[src/rtl/pipeline_if_stage_pkg.sv]
// Shared constants and FSM encoding for the instruction-fetch stage.
package pipeline_if_stage_pkg;
    localparam int XLEN = 32;
    localparam logic [XLEN-1:0] NOP_INST_DEF = 32'h0000_0013;
    localparam logic [XLEN-1:0] RESET_PC_DEF = 32'h0000_0000;

    typedef enum logic [1:0] {
        FETCH   = 2'd0,
        STALLED = 2'd1,
        DRAIN   = 2'd2
    } if_state_e;
endpackage

[src/rtl/pipeline_if_id_reg.sv]
// IF/ID pipeline register: flush beats load beats hold; flush and reset give {0, NOP, 0}.
module pipeline_if_id_reg
    import pipeline_if_stage_pkg::*;
#(
    parameter logic [XLEN-1:0] NOP_INST = NOP_INST_DEF
) (
    input  logic            clk,
    input  logic            rst_n,
    input  logic            flush,
    input  logic            load,
    input  logic [XLEN-1:0] pc_d,
    input  logic [XLEN-1:0] inst_d,
    output logic [XLEN-1:0] pc_q,
    output logic [XLEN-1:0] inst_q,
    output logic            valid_q
);
    always_ff @(posedge clk) begin
        if (!rst_n || flush) begin
            pc_q    <= '0;
            inst_q  <= NOP_INST;
            valid_q <= 1'b0;
        end else if (load) begin
            pc_q    <= pc_d;
            inst_q  <= inst_d;
            valid_q <= 1'b1;
        end
    end
endmodule

[src/rtl/pipeline_if_stage.sv]
// Instruction fetch: PC, imem valid/ready handshake, stall skid buffer and
// redirect drain, feeding the IF/ID register.
module pipeline_if_stage
    import pipeline_if_stage_pkg::*;
#(
    parameter logic [XLEN-1:0] RESET_PC = RESET_PC_DEF,
    parameter logic [XLEN-1:0] NOP_INST = NOP_INST_DEF
) (
    input  logic            clk,
    input  logic            rst_n,
    input  logic            PCSrc_in_IF,
    input  logic [XLEN-1:0] target_in_IF,
    input  logic            stall_in_IF,
    output logic            imem_req,
    output logic [XLEN-1:0] imem_addr,
    input  logic [XLEN-1:0] imem_rdata,
    input  logic            imem_ready,
    output logic [XLEN-1:0] PC_out_IF,
    output logic [XLEN-1:0] Inst_out_IF,
    output logic            valid_out_IF
);
    if_state_e       state, state_d;
    logic [XLEN-1:0] pc, pc_d;
    logic [XLEN-1:0] buf_pc, buf_pc_d, buf_inst, buf_inst_d;
    logic [XLEN-1:0] redir, redir_d;
    logic [XLEN-1:0] tgt;
    logic            ifid_load, ifid_flush;
    logic [XLEN-1:0] ifid_pc, ifid_inst;

    assign tgt = target_in_IF & ~32'h3;

    always_ff @(posedge clk) begin
        if (!rst_n) begin
            state    <= FETCH;
            pc       <= RESET_PC;
            buf_pc   <= '0;
            buf_inst <= '0;
            redir    <= '0;
        end else begin
            state    <= state_d;
            pc       <= pc_d;
            buf_pc   <= buf_pc_d;
            buf_inst <= buf_inst_d;
            redir    <= redir_d;
        end
    end

    always_comb begin
        state_d    = state;
        pc_d       = pc;
        buf_pc_d   = buf_pc;
        buf_inst_d = buf_inst;
        redir_d    = redir;
        imem_req   = 1'b0;
        imem_addr  = pc;
        ifid_load  = 1'b0;
        ifid_flush = 1'b0;
        ifid_pc    = pc;
        ifid_inst  = imem_rdata;
        unique case (state)
            FETCH: begin
                imem_req = 1'b1;
                if (PCSrc_in_IF) begin
                    ifid_flush = 1'b1;
                    if (imem_ready) begin
                        pc_d = tgt;
                    end else begin
                        // Request can't be withdrawn: keep pc as the address, park the target.
                        redir_d = tgt;
                        state_d = DRAIN;
                    end
                end else if (imem_ready) begin
                    pc_d = pc + 32'd4;
                    if (stall_in_IF) begin
                        buf_pc_d   = pc;
                        buf_inst_d = imem_rdata;
                        state_d    = STALLED;
                    end else begin
                        ifid_load = 1'b1;
                    end
                end else if (!stall_in_IF) begin
                    ifid_flush = 1'b1;
                end
            end
            STALLED: begin
                if (PCSrc_in_IF) begin
                    pc_d       = tgt;
                    ifid_flush = 1'b1;
                    state_d    = FETCH;
                end else if (!stall_in_IF) begin
                    ifid_load = 1'b1;
                    ifid_pc   = buf_pc;
                    ifid_inst = buf_inst;
                    state_d   = FETCH;
                end
            end
            DRAIN: begin
                imem_req   = 1'b1;
                ifid_flush = 1'b1;
                if (PCSrc_in_IF) redir_d = tgt;
                if (imem_ready) begin
                    pc_d    = PCSrc_in_IF ? tgt : redir;
                    state_d = FETCH;
                end
            end
            default: state_d = FETCH;
        endcase
    end

    pipeline_if_id_reg #(.NOP_INST(NOP_INST)) u_if_id (
        .clk     (clk),
        .rst_n   (rst_n),
        .flush   (ifid_flush),
        .load    (ifid_load),
        .pc_d    (ifid_pc),
        .inst_d  (ifid_inst),
        .pc_q    (PC_out_IF),
        .inst_q  (Inst_out_IF),
        .valid_q (valid_out_IF)
    );
endmodule

[config.mk]
export PLATFORM = sky130hd
export DESIGN_NAME = pipeline_if_stage
export DESIGN_NICKNAME = d
export VERILOG_FILES = /design/src/rtl/pipeline_if_stage_pkg.sv /design/src/rtl/pipeline_if_id_reg.sv /design/src/rtl/pipeline_if_stage.sv
export SDC_FILE = /design/constraint.sdc
export NUM_CORES = 1
export LEC_CHECK = 0
export ABC_AREA = 1
export BUFFER_PORTS_ARGS = -buffer_cell sky130_fd_sc_hd__buf_2
export CORE_MARGIN = 2
export CORE_UTILIZATION = 45
export DETAILED_ROUTE_END_ITERATION = 7
export PLACE_DENSITY_LB_ADDON = 0.2
export SLEW_MARGIN = 20
export SYNTH_ARGS = -nofsm -noshare
export SYNTH_HDL_FRONTEND = slang
export SYNTH_SLANG_ARGS = --single-unit
[constraint.sdc]
create_clock -name clk -period 1.6 [get_ports clk]
set_input_delay 0.16 -clock clk [delete_from_list [all_inputs] [get_ports clk]]
set_output_delay 0.16 -clock clk [all_outputs]
set_load 0.02 [all_outputs]
# Word-level counts from Yosys, hierarchy flattened
# Cells that the tools add are included.
dict set report totals {
  ff_bits 195
  input_bits 69
  output_inout_bits 98
  wordCells 65
}
dict set report op_classes {
  add_sub_neg 1
  eq_ne 11
  n_mux 34
  bitwise_logic 1
  n_reduce_logical 10
}
# operator count
set op_table {}
lappend op_table {{$mux 32} 14}
lappend op_table {{$pmux 32 s3} 1}
lappend op_table {{$pmux 32 s2} 1}
lappend op_table {{$add 32x3->32 const B} 1}
lappend op_table {{$mux 2} 7}
lappend op_table {{$ne 3x3->1 const B} 4}
lappend op_table {{$ne 2x2->1 const B} 5}
lappend op_table {{$mux 1} 8}
lappend op_table {{$pmux 2 s3} 1}
lappend op_table {{$reduce_and 3->1} 2}
lappend op_table {{$reduce_and 5->1} 1}
lappend op_table {{$reduce_and 4->1} 1}
lappend op_table {{$pmux 1 s3} 1}
lappend op_table {{$reduce_bool 3->1} 1}
lappend op_table {{$eq 2x1->1 const B} 1}
lappend op_table {{$eq 2x2->1 const B} 1}
lappend op_table {{$logic_not 2->1} 1}
lappend op_table {{$pmux 1 s2} 1}
lappend op_table {{$reduce_bool 2->1} 1}
lappend op_table {{$reduce_or 2->1} 1}
lappend op_table {{$logic_not 1->1} 1}
lappend op_table {{$logic_or 1x1->1} 1}
lappend op_table {{$not 1->1} 1}

# Longest topological paths before layout
# Gate-level depths: netlist of run 1.
dict set report logic_depth {
  word_depth 5
  mapped_depth 12
  ltp_nobuf 12
}

# Hierarchy
# Synthesis of run 1 repeated with hierarchy kept, for this count alone.
dict set report unflattened {
  hier_cells 1535
  hier_area_um2 10309.9
}
# mod instances cells_each area_each_um2 seq_area_each_um2
set by_module_without_submodules {}
lappend by_module_without_submodules {pipeline_if_stage 1 1253 8059.0 2602.5}
lappend by_module_without_submodules {pipeline_if_id_reg 1 282 2250.9 1301.2}

# Worst setup path before layout of run 1
# Ideal clock, no wire load.
dict set report synth_timing {
  path_type {register -> register}
  startpoint {register pc[3], in the netlist imem_addr[3]}
  endpoint {register pc[28], in the netlist imem_addr[28]}
  arrival_time_ns 1.541
  t_required_ns 1.468
  setup_slack_ns -0.073
  path_stages_with_launch 13
  period_less_slack_ns 1.673
  path_cell_list {dfxtp_1 ha_1 nand3_1 inv_2 nand2_2 nor2_4 nand2_1 nand2_1 nand2_1 nand2_1 nand2_1 nand2_1 a21oi_1}
}
dict set report synth_via {
  elab_chain_len 4
}
# item line_no
set synth_rtl {}
lappend synth_rtl {{from (decl)} pipeline_if_stage.sv:23} ;# logic [XLEN-1:0] pc, pc_d;
lappend synth_rtl {{from (signal assigned)} pipeline_if_stage.sv:41} ;# pc <= pc_d;
lappend synth_rtl {{$add 32x3->32} pipeline_if_stage.sv:73} ;# pc_d = pc + 32'd4;
lappend synth_rtl {{$mux 32} pipeline_if_stage.sv:72} ;# end else if (imem_ready) begin
lappend synth_rtl {{$mux 32} pipeline_if_stage.sv:63} ;# if (PCSrc_in_IF) begin
lappend synth_rtl {{$pmux 32 s3} pipeline_if_stage.sv:60} ;# unique case (state)
# Every way passes these cells. The select of a mux whose other input is x is not followed.
# A chain may end at the register's enable or synchronous reset.

# Worst setup path after layout of run 1
dict set report layout_timing {
  startpoint {register state[1]}
  endpoint {register u_if_id.inst_q[2]}
}
dict set report layout_via {
  elab_chain_len 3
  word_cells_on_any_way 7
  cone_classes {eq/ne (2); mux (3); reduce/logical (2)}
}
# item line_no
set layout_rtl {}
lappend layout_rtl {{from (decl)} pipeline_if_stage.sv:22} ;# if_state_e state, state_d;
lappend layout_rtl {{from (signal assigned)} pipeline_if_stage.sv:40} ;# state <= state_d;
lappend layout_rtl {{$eq 2x2->1 (tied with other cells)} pipeline_if_stage.sv:60}
lappend layout_rtl {{$pmux 1 s3} pipeline_if_stage.sv:60}
lappend layout_rtl {{$logic_or 1x1->1} pipeline_if_id_reg.sv:18} ;# if (!rst_n || flush) begin
lappend layout_rtl {{to (signal assigned)} pipeline_if_id_reg.sv:24} ;# inst_q <= inst_d;
lappend layout_rtl {{to (decl)} pipeline_if_id_reg.sv:14} ;# output logic [XLEN-1:0] inst_q,
# Parallel ways exist; a longest one is shown, timed or not.

==> flow_summary.yaml, run 1 <==
synth:
  post_synthesis_net_count: 1687
  synth.lib_cells_used.distinct: 32
  dominant_combinational_cell_family_by_area_after_synthesis: "simple AND/OR/NAND/NOR gates"
  synthesis.area_sq_um: 10300
  yosys_register_bits: 195
  synth_compound_gate_area_share_pct: 24.1
  simple_gate_fraction_of_synth_area_pct: 26.9
  post_synth_xor_area_fraction_pct: 0.254
  synthesis.instances: 1613
  muxShareOfSynthArea_pct: 1.45
  synth_adder_area_share_pct: 0.605
  syn_avg_cell_area_sq_um: 6.41
  synth_sequential_area_ratio_pct: 37.8
  ys.warnings.count: 0
routing:
  ant_nets: 0
  vias_per_cell: 5.49
  route.vias.total: 11900
  1st_pass_router_iterations: 5
  drt_iter0_drc: 1012
  drc: 0
  detail_route.wirelength_mm: 38.0
  detail_route.wl_per_cell_um: 17.5
worst_setup_path:
  path_buf_inv: 6
  crit_path_capture_type: "flop"
  path_common_cell: "sky130_fd_sc_hd__buf_6"
  critical_path.cell_chain: "inv_4 > ha_4 > inv_2 > nor2_4 > buf_6 > o21ai_4 > buf_6 > buf_12 > clkbuf_16 > nor2_2 > o21ai_1 > a21oi_1"
  slowest_stage: "sky130_fd_sc_hd__dfxtp_4"
  timing.critical_path.fanout_max: 7
  signal_arrival_time_at_the_worst_endpoint_ns: 2.12
  crit_required_ns: 1.93
  worstSetupStartpointType: "flop"
  critical_path.top_delay_family: "buffers and inverters"
  critPathKind: "reg2reg"
  worst_path_largest_cell_delay_ns: 0.37
power_and_ir_drop:
  vdd.ir_drop.worst_v: 0.000922
  clockPowerShare_pct: 19.1
  p_sw_mw: 9.77
  design_power_total_mw: 23.1
  cell_internal_pwr_mw: 13.3
  powerDensity_nw_per_um2: 1510
  power.sequential.fraction_pct: 27.9
  power.combinational.fraction_pct: 53.0
  swShare_pct: 42.4
  power.static_leakage_nw: 6.43
placed_design:
  place_inst: 2078
  hpwlAfterDp_mm: 21.4
  gp_congestion: 0.889
  placement.io_buffers: 164
cells_and_area:
  area_growth_syn_to_layout_pct: 48.2
  antenna-diode-count: 0
  finalNetCount: 1949
  post_route_cells_drive_above_1_share_pct: 35.1
  stdcell_count: 2173
sta:
  timing.fmax_mhz: 559
  final.min_clock_period_ns: 1.79
  timing.final.crit_share_pct: 112
  clock-skew-final_ns: 0.0161
  slew_violations: 0
  post-route-worst-setup-slack_ns: -0.187
  slew_headroom_pct: 62.2
  final-hold-violation-count: 0
  setup_viol: 117
  rsz0062_at_grt: "true"
  worst-slew-pin-transition_ns: 0.561
cts:
  cts_root_buffer: "sky130_fd_sc_hd__clkbuf_16"
  clkLatencyLatePin_ns: 0.44
  cts_buffers: 17
  worst_setup_hold_path_clk_slew_ns: 0.08
  clock_sinks: 195
  cts_tree: "done"
  htree_levels: 4
  clock_path_buffers: 2
grt:
  first_global_vias: 9800
  antenna_found_initial: 0
  grt_first_pass_wirelength_mm: 50.8
  grt.overflow.total: 0
  maximum_number_of_pins_on_one_net_before_global_route_repair: 66
  globalRouteTotalUtil_pct: 25.9
die:
  effective_utilization_at_floorplan_pct: 45.8
  floorplan.core_area_sq_um: 22600
  die-height_um: 156
  ios: 167
  row_count: 55
  die_area_sq_um: 24200
  die_w_um: 156
run_status:
  failed_checks: "negative setup slack"
  status: "finished, violations left"
run:
  cap_violations: 0
min_path:
  min_path_type: "in2reg"
-- layout by cell type (no fill, tap or decap), types with 5 or more instances in the layout --
cell                         netlist  routed
sky130_fd_sc_hd__dfxtp_2           0       9
sky130_fd_sc_hd__o21ai_2           1      50
sky130_fd_sc_hd__nand2_2           1      18
sky130_fd_sc_hd__mux2i_1          15      15
sky130_fd_sc_hd__o21ai_0         166      90
sky130_fd_sc_hd__clkinvlp_4        0       5
sky130_fd_sc_hd__buf_2            45     162
sky130_fd_sc_hd__buf_4            17     110
sky130_fd_sc_hd__buf_12            0      30
sky130_fd_sc_hd__nand3_1          59      54
sky130_fd_sc_hd__nand2_4           0      27
sky130_fd_sc_hd__buf_6             4      19
sky130_fd_sc_hd__a21oi_2           0      86
sky130_fd_sc_hd__inv_6             0       6
sky130_fd_sc_hd__nand2_1         467     420
sky130_fd_sc_hd__o21ai_1          16      40
sky130_fd_sc_hd__nor2_2            3      20
sky130_fd_sc_hd__dfxtp_1         195     184
sky130_fd_sc_hd__o211ai_1         17      17
sky130_fd_sc_hd__nor2_4            4      20
sky130_fd_sc_hd__inv_1            83      77
sky130_fd_sc_hd__clkbuf_16         0      40
sky130_fd_sc_hd__nor2_1          165     132
sky130_fd_sc_hd__buf_16            0       7
sky130_fd_sc_hd__a21oi_4           0       5
sky130_fd_sc_hd__a21oi_1         278     187
-- power groups by stage --
stage	registers, mW	clock network, mW	logic (mW)
final	6.44	4.39	12.2
after global placement	6.35	0	8.26
after global routing	6.56	4.64	13.1
after detailed placement	6.37	0	8.35
after floorplan	6.91	0	4.58
after CTS	6.28	4.44	9.32
-- repair_timing --
| action | 4_1_cts | 5_1_grt |
|---|---|---|
| pin swaps | 13 | 73 |
| endpoints found under the setup margin | 187 | 193 |
| hold endpoints to repair | 0 | 0 |
| buffers inserted | 10 | 18 |
| hold buffers | 0 | 0 |
| gates resized for setup | 80 | 386 |
| cloned | 7 | 36 |
-- worst min-delay path, cell delays in order --
cell                      delay (ns)
sky130_fd_sc_hd__buf_2          0.10
sky130_fd_sc_hd__a21oi_1        0.07
sky130_fd_sc_hd__a21oi_2        0.10
-- Yosys cell counts --
| library cell | n | share of area [%] |
|---|---|---|
| sky130_fd_sc_hd__a211oi_1 | 1 | 0.073 |
| sky130_fd_sc_hd__a21oi_1 | 278 | 13 |
| sky130_fd_sc_hd__a31o_2 | 1 | 0.085 |
| sky130_fd_sc_hd__and2_1 | 1 | 0.061 |
| sky130_fd_sc_hd__buf_1 | 2 | 0.073 |
| sky130_fd_sc_hd__buf_2 | 45 | 2.2 |
| sky130_fd_sc_hd__buf_4 | 17 | 1.2 |
| sky130_fd_sc_hd__buf_6 | 4 | 0.44 |
| sky130_fd_sc_hd__clkbuf_1 | 47 | 1.7 |
| sky130_fd_sc_hd__dfxtp_1 | 195 | 38 |
| sky130_fd_sc_hd__ha_1 | 5 | 0.61 |
| sky130_fd_sc_hd__inv_1 | 83 | 3.0 |
| sky130_fd_sc_hd__inv_2 | 9 | 0.33 |
| sky130_fd_sc_hd__mux2i_1 | 15 | 1.5 |
| sky130_fd_sc_hd__nand2_1 | 467 | 17 |
| sky130_fd_sc_hd__nand2_2 | 1 | 0.061 |
| sky130_fd_sc_hd__nand3_1 | 59 | 2.9 |
| sky130_fd_sc_hd__nand4_1 | 1 | 0.061 |
| sky130_fd_sc_hd__nor2_1 | 165 | 6.0 |
| sky130_fd_sc_hd__nor2_2 | 3 | 0.18 |
| sky130_fd_sc_hd__nor2_4 | 4 | 0.44 |
| sky130_fd_sc_hd__nor3_1 | 2 | 0.097 |
| sky130_fd_sc_hd__nor3_4 | 1 | 0.16 |
| sky130_fd_sc_hd__o211ai_1 | 17 | 1.2 |
| sky130_fd_sc_hd__o21a_1 | 1 | 0.073 |
| sky130_fd_sc_hd__o21ai_0 | 166 | 8.0 |
| sky130_fd_sc_hd__o21ai_1 | 16 | 0.77 |
| sky130_fd_sc_hd__o21ai_2 | 1 | 0.085 |
| sky130_fd_sc_hd__o21bai_1 | 1 | 0.073 |
| sky130_fd_sc_hd__o221ai_1 | 2 | 0.17 |
| sky130_fd_sc_hd__xnor2_1 | 1 | 0.085 |
| sky130_fd_sc_hd__xor2_1 | 2 | 0.17 |
-- metrics by stage --
stage / util [%] / hold WS (ns) / instance area (sq um) / setup slack [ns] / setup TNS [ns]
global placement: 54.0 / 0.432 / 12200 / -0.180 / -9.79
global route: 67.9 / 0.0345 / 15300 / -0.235 / -19.61
CTS: 58.9 / 0.0226 / 13300 / -0.0756 / -2.33
finish: 67.9 / 0.0179 / 15300 / -0.187 / -11.56
detailed placement: 54.0 / 0.441 / 12200 / -0.223 / -15.69
floorplan: - / 0.354 / 10400 / 0.00506 / 0
-- kinds of logic (layout without fill, tap and decap cells) --
logic type               count (synthesis)  after routing
AO/OA/AOI/OAI                          484            484
XOR/XNOR                                 3              3
adder cells (fa/ha/maj)                  5              5
buffers and inverters                  207            482
flip-flops                             195            195
multiplexers                            15             15
AND/OR/NAND/NOR                        704            704
-- registers in the layout, summed over array words and instances (netlist names) --
| signal | cells |
|---|---|
| state | 2 |
| buf_pc | 32 |
| u_if_id.pc_q | 32 |
| redir | 32 |
| u_if_id.inst_q | 32 |
| u_if_id.valid_q | 1 |
| buf_inst | 32 |
| imem_addr | 32 |
-- area by class of cell --
class                           count  area (sq um)
Fill cell                        1943          7250
Multi-Input combinational cell   1211          6680
Sequential cell                   195          3920
Timing Repair Buffer              355          3280
Clock buffer                       19           453
Inverter                           92           448
Tap cell                          285           357
Clock inverter                     13           141
Timing Repair inverter              3          36.3
-- metal layers --
layer  track usage [%]  vias up  share of wire, %
met4              5.77        0               2.3
met5                 0        -                 0
met3              3.81       71               6.0
met2              41.7      462                48
met1              37.0     5556                44
li1                  -     5841                 -
-- worst paths after layout --
path | startpoint | endpoint | slack [ns] | cells after the start
worst max register to register | state[1]$_SDFFE_PN0P_ | u_if_id.inst_q[2]$_SDFFE_PP0P_ | -0.19 | 12
worst max-delay path | state[1]$_SDFFE_PN0P_ | u_if_id.inst_q[2]$_SDFFE_PP0P_ | -0.19 | 12
worst min register to register | buf_inst[9]$_SDFFE_PN0P_ | buf_inst[9]$_SDFFE_PN0P_ | 0.45 | 2
worst min-delay path | target_in_IF[6] | redir[6]$_SDFFE_PN0P_ | 0.02 | 3
Power figures use the tool's default switching activity.
==> inputs of run 2 (changes only) <==
--- a/config.mk
+++ b/config.mk
@@ -7,8 +7,10 @@
 export LEC_CHECK = 0
 export ABC_AREA = 1
 export BUFFER_PORTS_ARGS = -buffer_cell sky130_fd_sc_hd__buf_2
+export CELL_PAD_IN_SITES_DETAIL_PLACEMENT = 1
+export CELL_PAD_IN_SITES_GLOBAL_PLACEMENT = 2
 export CORE_MARGIN = 2
-export CORE_UTILIZATION = 45
+export CORE_UTILIZATION = 28
 export DETAILED_ROUTE_END_ITERATION = 7
 export PLACE_DENSITY_LB_ADDON = 0.2
 export SLEW_MARGIN = 20
==> flow_summary.yaml, run 2 (same netlist as run 1, synthesis figures left out) <==
sta:
  final.min_clock_period_ns: 1.74
  timing.final.crit_share_pct: 109
  slew_headroom_pct: 72.8
  rsz0062_at_grt: "true"
  timing.fmax_mhz: 574
  hold-worst-slack_ns: 0.0263
  final-hold-violation-count: 0
  post-route-worst-setup-slack_ns: -0.143
  worst-slew-pin-transition_ns: 0.408
  setup_viol: 95
  final.setup.tns_ns: -7.62
  slew_violations: 0
  clock-skew-final_ns: 0.00887
grt:
  antenna_found_initial: 1
  grt.overflow.total: 0
  globalRouteTotalUtil_pct: 20.5
  first_global_vias: 11400
  maximum_number_of_pins_on_one_net_before_global_route_repair: 67
  grt_first_pass_wirelength_mm: 62.7
worst_setup_path:
  slowest_stage: "sky130_fd_sc_hd__dfxtp_4"
  timing.critical_path.fanout_max: 7
  worstSetupStartpointType: "flop"
  crit_required_ns: 1.98
  signal_arrival_time_at_the_worst_endpoint_ns: 2.13
  crit_path_capture_type: "flop"
  critPathKind: "reg2reg"
  path_common_cell: "sky130_fd_sc_hd__buf_12"
  worst_path_largest_cell_delay_ns: 0.37
  critical_path.cell_chain: "inv_6 > ha_4 > nand2_2 > nor2_4 > o21ai_4 > buf_12 > buf_12 > buf_12 > nor2_4 > o21ai_2 > a21oi_1"
die:
  effective_utilization_at_floorplan_pct: 28.4
  row_count: 70
  floorplan.core_area_sq_um: 36400
  ios: 167
  die_area_sq_um: 38500
  die-height_um: 196
  die_w_um: 196
power_and_ir_drop:
  power.static_leakage_nw: 6.26
  design_power_total_mw: 22.9
  powerDensity_nw_per_um2: 1520
  vdd.ir_drop.worst_v: 0.000706
routing:
  vias_per_cell: 4.96
  1st_pass_router_iterations: 4
  drc: 0
  drt_iter0_drc: 415
  ant_nets: 0
  detail_route.wirelength_mm: 43.4
  route.vias.total: 11700
  detail_route.wl_per_cell_um: 18.4
cts:
  cts_tree: "done"
  htree_levels: 4
  clock_path_buffers: 2
  clock_sinks: 195
  clkLatencyLatePin_ns: 0.45
  cts_root_buffer: "sky130_fd_sc_hd__clkbuf_16"
  cts_buffers: 17
  worst_setup_hold_path_clk_slew_ns: 0.08
cells_and_area:
  finalNetCount: 1953
  antenna-diode-count: 0
  area_growth_syn_to_layout_pct: 45.5
  most-common-layout-cells: "sky130_fd_sc_hd__nand2_1, sky130_fd_sc_hd__a21oi_1, sky130_fd_sc_hd__dfxtp_1"
  multi_input_combinational_cell_area_sq_um: 6320
  post_route_cells_drive_above_1_share_pct: 31.3
  layout_commonest_cell: "sky130_fd_sc_hd__nand2_1"
  stdcell_count: 2360
  final-seq-area_sq_um: 3940
  final.fill_count: 4550
run_status:
  failed_checks: "negative setup slack"
  status: "finished, violations left"
placed_design:
  place_inst: 2282
  placement.io_buffers: 164
  gp_congestion: 0.862
  hpwlAfterDp_mm: 27.5
  pre_cts_slack_ns: -0.197
run:
  cap_violations: 0
min_path:
  min_path_type: "in2reg"
==> run 2: cell types whose count changed in the layout (fill, tap and decap cells not counted), moves of 7 or more <==
cell	previous run	this run
sky130_fd_sc_hd__nand2_4	27	20
sky130_fd_sc_hd__a21oi_1	187	223
sky130_fd_sc_hd__nor2_2	20	10
sky130_fd_sc_hd__a21oi_2	86	55
sky130_fd_sc_hd__clkbuf_16	40	32
sky130_fd_sc_hd__nand2_2	18	27
sky130_fd_sc_hd__nor2_1	132	148
sky130_fd_sc_hd__o21ai_2	50	22
sky130_fd_sc_hd__buf_4	110	130
sky130_fd_sc_hd__o21ai_1	40	65
sky130_fd_sc_hd__buf_6	19	11
==> run 2: cell type report <==
| cell class | count | area share (%) |
|---|---|---|
| Multi-Input combinational cell | 1211 | 42.1 |
| Sequential cell | 195 | 26.2 |
| Timing Repair Buffer | 361 | 21.2 |
| Tap cell | 468 | 3.90 |
| Clock buffer | 22 | 3.02 |
| Inverter | 92 | 2.69 |
| Clock inverter | 10 | 0.832 |
| Timing Repair inverter | 1 | 0.108 |
==> run 2: routing by layer <==
layer	routed length, um	GRT usage (%)	vias to the layer above
li1	-	-	5830
met1	20700	28.1	5647
met2	20700	33.7	193
met3	1240	2.61	44
met4	752	5.89	2
met5	13	0	-
==> run 2: worst max-delay path, delay by kind of cell, from the launching register on <==
kind / cells / cell delay, ns
DFF: 1 / 0.37
adders and majority gates: 1 / 0.17
AOI/OAI and AO/OA: 3 / 0.30
buffers and inverters: 4 / 0.49
and+or+nand+nor: 3 / 0.34
==> run 2: report_power, final <==
group	total, mW	leakage, nW	internal [mW]	switching (mW)
sequential	6.45	1.60	5.77	0.676
combinational	12.0	4.39	5.09	6.87
clock	4.46	0.280	2.37	2.09
total	22.9	6.26	13.2	9.63
==> run 2: what timing repair did <==
item	in CTS	in global routing
setup endpoints to repair	194	162
cloned	4	19
resized for setup	94	274
buffers inserted	11	15
hold buffers	0	0
pin swaps	25	65
==> run 2: worst paths after layout <==
check | slack (ns) | start | endpoint | cells after the start
setup / recovery | -0.14 | state[0]$_SDFFE_PN0P_ | u_if_id.inst_q[28]$_SDFFE_PP0P_ | 11
hold / removal | 0.03 | target_in_IF[12] | redir[12]$_SDFFE_PN0P_ | 3
setup reg to reg | -0.14 | state[0]$_SDFFE_PN0P_ | u_if_id.inst_q[28]$_SDFFE_PP0P_ | 11
hold reg to reg | 0.45 | buf_inst[9]$_SDFFE_PN0P_ | buf_inst[9]$_SDFFE_PN0P_ | 2
==> run 2: metrics by stage <==
step / utilization [%] / cell area (sq um)
final: 41.3 / 15000
after global routing: 41.3 / 15000
after CTS: 37.5 / 13700
after detailed placement: 34.7 / 12600
after global placement: 34.7 / 12600
after floorplan: - / 10400
==> inputs of run 3 (changes only) <==
--- a/config.mk
+++ b/config.mk
@@ -12,6 +12,7 @@
 export CORE_MARGIN = 2
 export CORE_UTILIZATION = 28
 export DETAILED_ROUTE_END_ITERATION = 7
+export HOLD_SLACK_MARGIN = 0.15
 export PLACE_DENSITY_LB_ADDON = 0.2
 export SLEW_MARGIN = 20
 export SYNTH_ARGS = -nofsm -noshare
==> flow_summary.yaml, run 3 (same netlist as run 1, synthesis figures left out) <==
run_status:
  status: "finished, violations left"
  failed_checks: "negative setup slack"
cells_and_area:
  finalNetCount: 2016
  area_growth_syn_to_layout_pct: 51.2
  multi_input_combinational_cell_area_sq_um: 6280
  post_route_cells_drive_above_1_share_pct: 30.0
  most-common-layout-cells: "sky130_fd_sc_hd__nand2_1, sky130_fd_sc_hd__a21oi_1, sky130_fd_sc_hd__dfxtp_1"
  final.fill_count: 4534
  layout_commonest_cell: "sky130_fd_sc_hd__nand2_1"
  final-seq-area_sq_um: 3940
  antenna-diode-count: 0
grt:
  globalRouteTotalUtil_pct: 20.8
  grt.overflow.total: 0
  grt_first_pass_wirelength_mm: 63.6
  first_global_vias: 11600
  antenna_found_initial: 1
  maximum_number_of_pins_on_one_net_before_global_route_repair: 67
sta:
  timing.final.crit_share_pct: 108
  final.setup.tns_ns: -7.22
  rsz0062_at_grt: "true"
  clock-skew-final_ns: 0.0110
  slew_violations: 0
  post-route-worst-setup-slack_ns: -0.133
  setup_viol: 95
  timing.fmax_mhz: 577
  final-hold-violation-count: 0
  hold-worst-slack_ns: 0.189
  worst-slew-pin-transition_ns: 0.432
  final.min_clock_period_ns: 1.73
  slew_headroom_pct: 71.2
power_and_ir_drop:
  power.static_leakage_nw: 6.52
  powerDensity_nw_per_um2: 1470
  vdd.ir_drop.worst_v: 0.000708
run:
  cap_violations: 0
cts:
  cts_tree: "done"
  worst_setup_hold_path_clk_slew_ns: 0.07
  htree_levels: 4
  cts_buffers: 17
  clock_path_buffers: 2
  cts_root_buffer: "sky130_fd_sc_hd__clkbuf_16"
  clock_sinks: 195
  clkLatencyLatePin_ns: 0.46
worst_setup_path:
  worstSetupStartpointType: "flop"
  critPathKind: "reg2out"
  signal_arrival_time_at_the_worst_endpoint_ns: 1.57
  slack_of_the_worst_reg_to_reg_path_ns: -0.13
  crit_path_capture_type: "primary output"
  crit_required_ns: 1.44
  timing.critical_path.fanout_max: 6
  r2r-start: "state[0]$_SDFFE_PN0P_"
  r2r.worst_path.cells: 11
  worst_r2r_endpoint: "u_if_id.pc_q[31]$_SDFFE_PP0P_"
min_path:
  min_path_type: "in2reg"
  min_delay_path_depth: 5
  worst_hold_path.endpoint: "u_if_id.inst_q[20]$_SDFFE_PP0P_"
  worst_hold_startpoint: "imem_rdata[20]"
placed_design:
  hpwlAfterDp_mm: 27.5
  gp_congestion: 0.862
  placement.io_buffers: 164
die:
  effective_utilization_at_floorplan_pct: 28.4
  ios: 167
  die-height_um: 196
  row_count: 70
  floorplan.core_area_sq_um: 36400
  die_area_sq_um: 38500
  die_w_um: 196
routing:
  route.vias.total: 12000
  drc: 0
  ant_nets: 0
  detail_route.wirelength_mm: 43.9
  detail_route.wl_per_cell_um: 18.1
  1st_pass_router_iterations: 4
  vias_per_cell: 4.94
  drt_iter0_drc: 473
-- run 3: changes by cell type in the layout (fill, tap and decap cells not counted), sizes merged --
cell | previous run | this run
dlygate4sd3 | 0 | 63
-- run 3: area by class of cell --
class,instances,share of cell area (%)
sequential,195,25.2
clock buffer,22,2.91
timing repair buffer,424,24.4
timing repair inverter,1,0.104
multi-input combinational,1211,40.2
inverter,92,2.59
clock inverter,10,0.801
tap,468,3.75
-- run 3: critical path: stages, from the launching register on --
cell	delay, ns
sky130_fd_sc_hd__dfxtp_4	0.37
sky130_fd_sc_hd__buf_4	0.14
sky130_fd_sc_hd__ha_4	0.18
sky130_fd_sc_hd__inv_8	0.11
sky130_fd_sc_hd__nand2_4	0.07
sky130_fd_sc_hd__buf_6	0.13
sky130_fd_sc_hd__buf_6	0.12
-- run 3: worst max-delay path by stage --
stage,startpoint,to,cells past startpoint
floorplan,state[0]$_SDFFE_PN0P_,imem_addr[4]$_SDFFE_PN0P_,7
global placement,imem_addr[4]$_SDFFE_PN0P_,imem_addr[21]$_SDFFE_PN0P_,10
detailed placement,state[0]$_SDFFE_PN0P_,u_if_id.pc_q[13]$_SDFFE_PP0P_,9
CTS,state[0]$_SDFFE_PN0P_,imem_req,6
global route,state[1]$_SDFFE_PN0P_,u_if_id.inst_q[16]$_SDFFE_PP0P_,11
finish,state[1]$_SDFFE_PN0P_,imem_req,6
-- run 3: stage by stage --
step	util (%)	cell area [sq um]	setup WS [ns]	std cells	total power, mW
after global routing	42.9	15600	-0.210	2423	24.5
after floorplan	-	10400	0.00506	1613	11.5
after detailed placement	34.7	12600	-0.197	2282	15.5
after CTS	39.2	14300	-0.117	2391	20.7
final	42.9	15600	-0.133	2423	23.0
after global placement	34.7	12600	-0.133	2282	15.3
-- run 3: report_power, final --
part           total, mW  internal, mW  switching [mW]
registers           6.43          5.77           0.665
clock network       4.47          2.37            2.10
logic               12.1          5.19            6.87
-- run 3: repair_timing --
| action | in CTS | in global routing |
|---|---|---|
| setup buffers | 11 | 15 |
| hold buffers | 63 | 0 |
| gates resized for setup | 94 | 249 |
| endpoints found under the hold margin | 94 | 0 |
| pin swaps | 25 | 60 |
| setup endpoints to repair | 194 | 162 |
| gates cloned | 4 | 19 |
-- run 3: metal layers --
layer / GRT usage [%] / vias to the layer above / routed length (um)
met2: 34.3 / 206 / 21000
met1: 28.4 / 5767 / 20800
met3: 2.49 / 41 / 1270
li1: - / 5957 / -
met4: 6.17 / 2 / 748
met5: 0 / - / 13
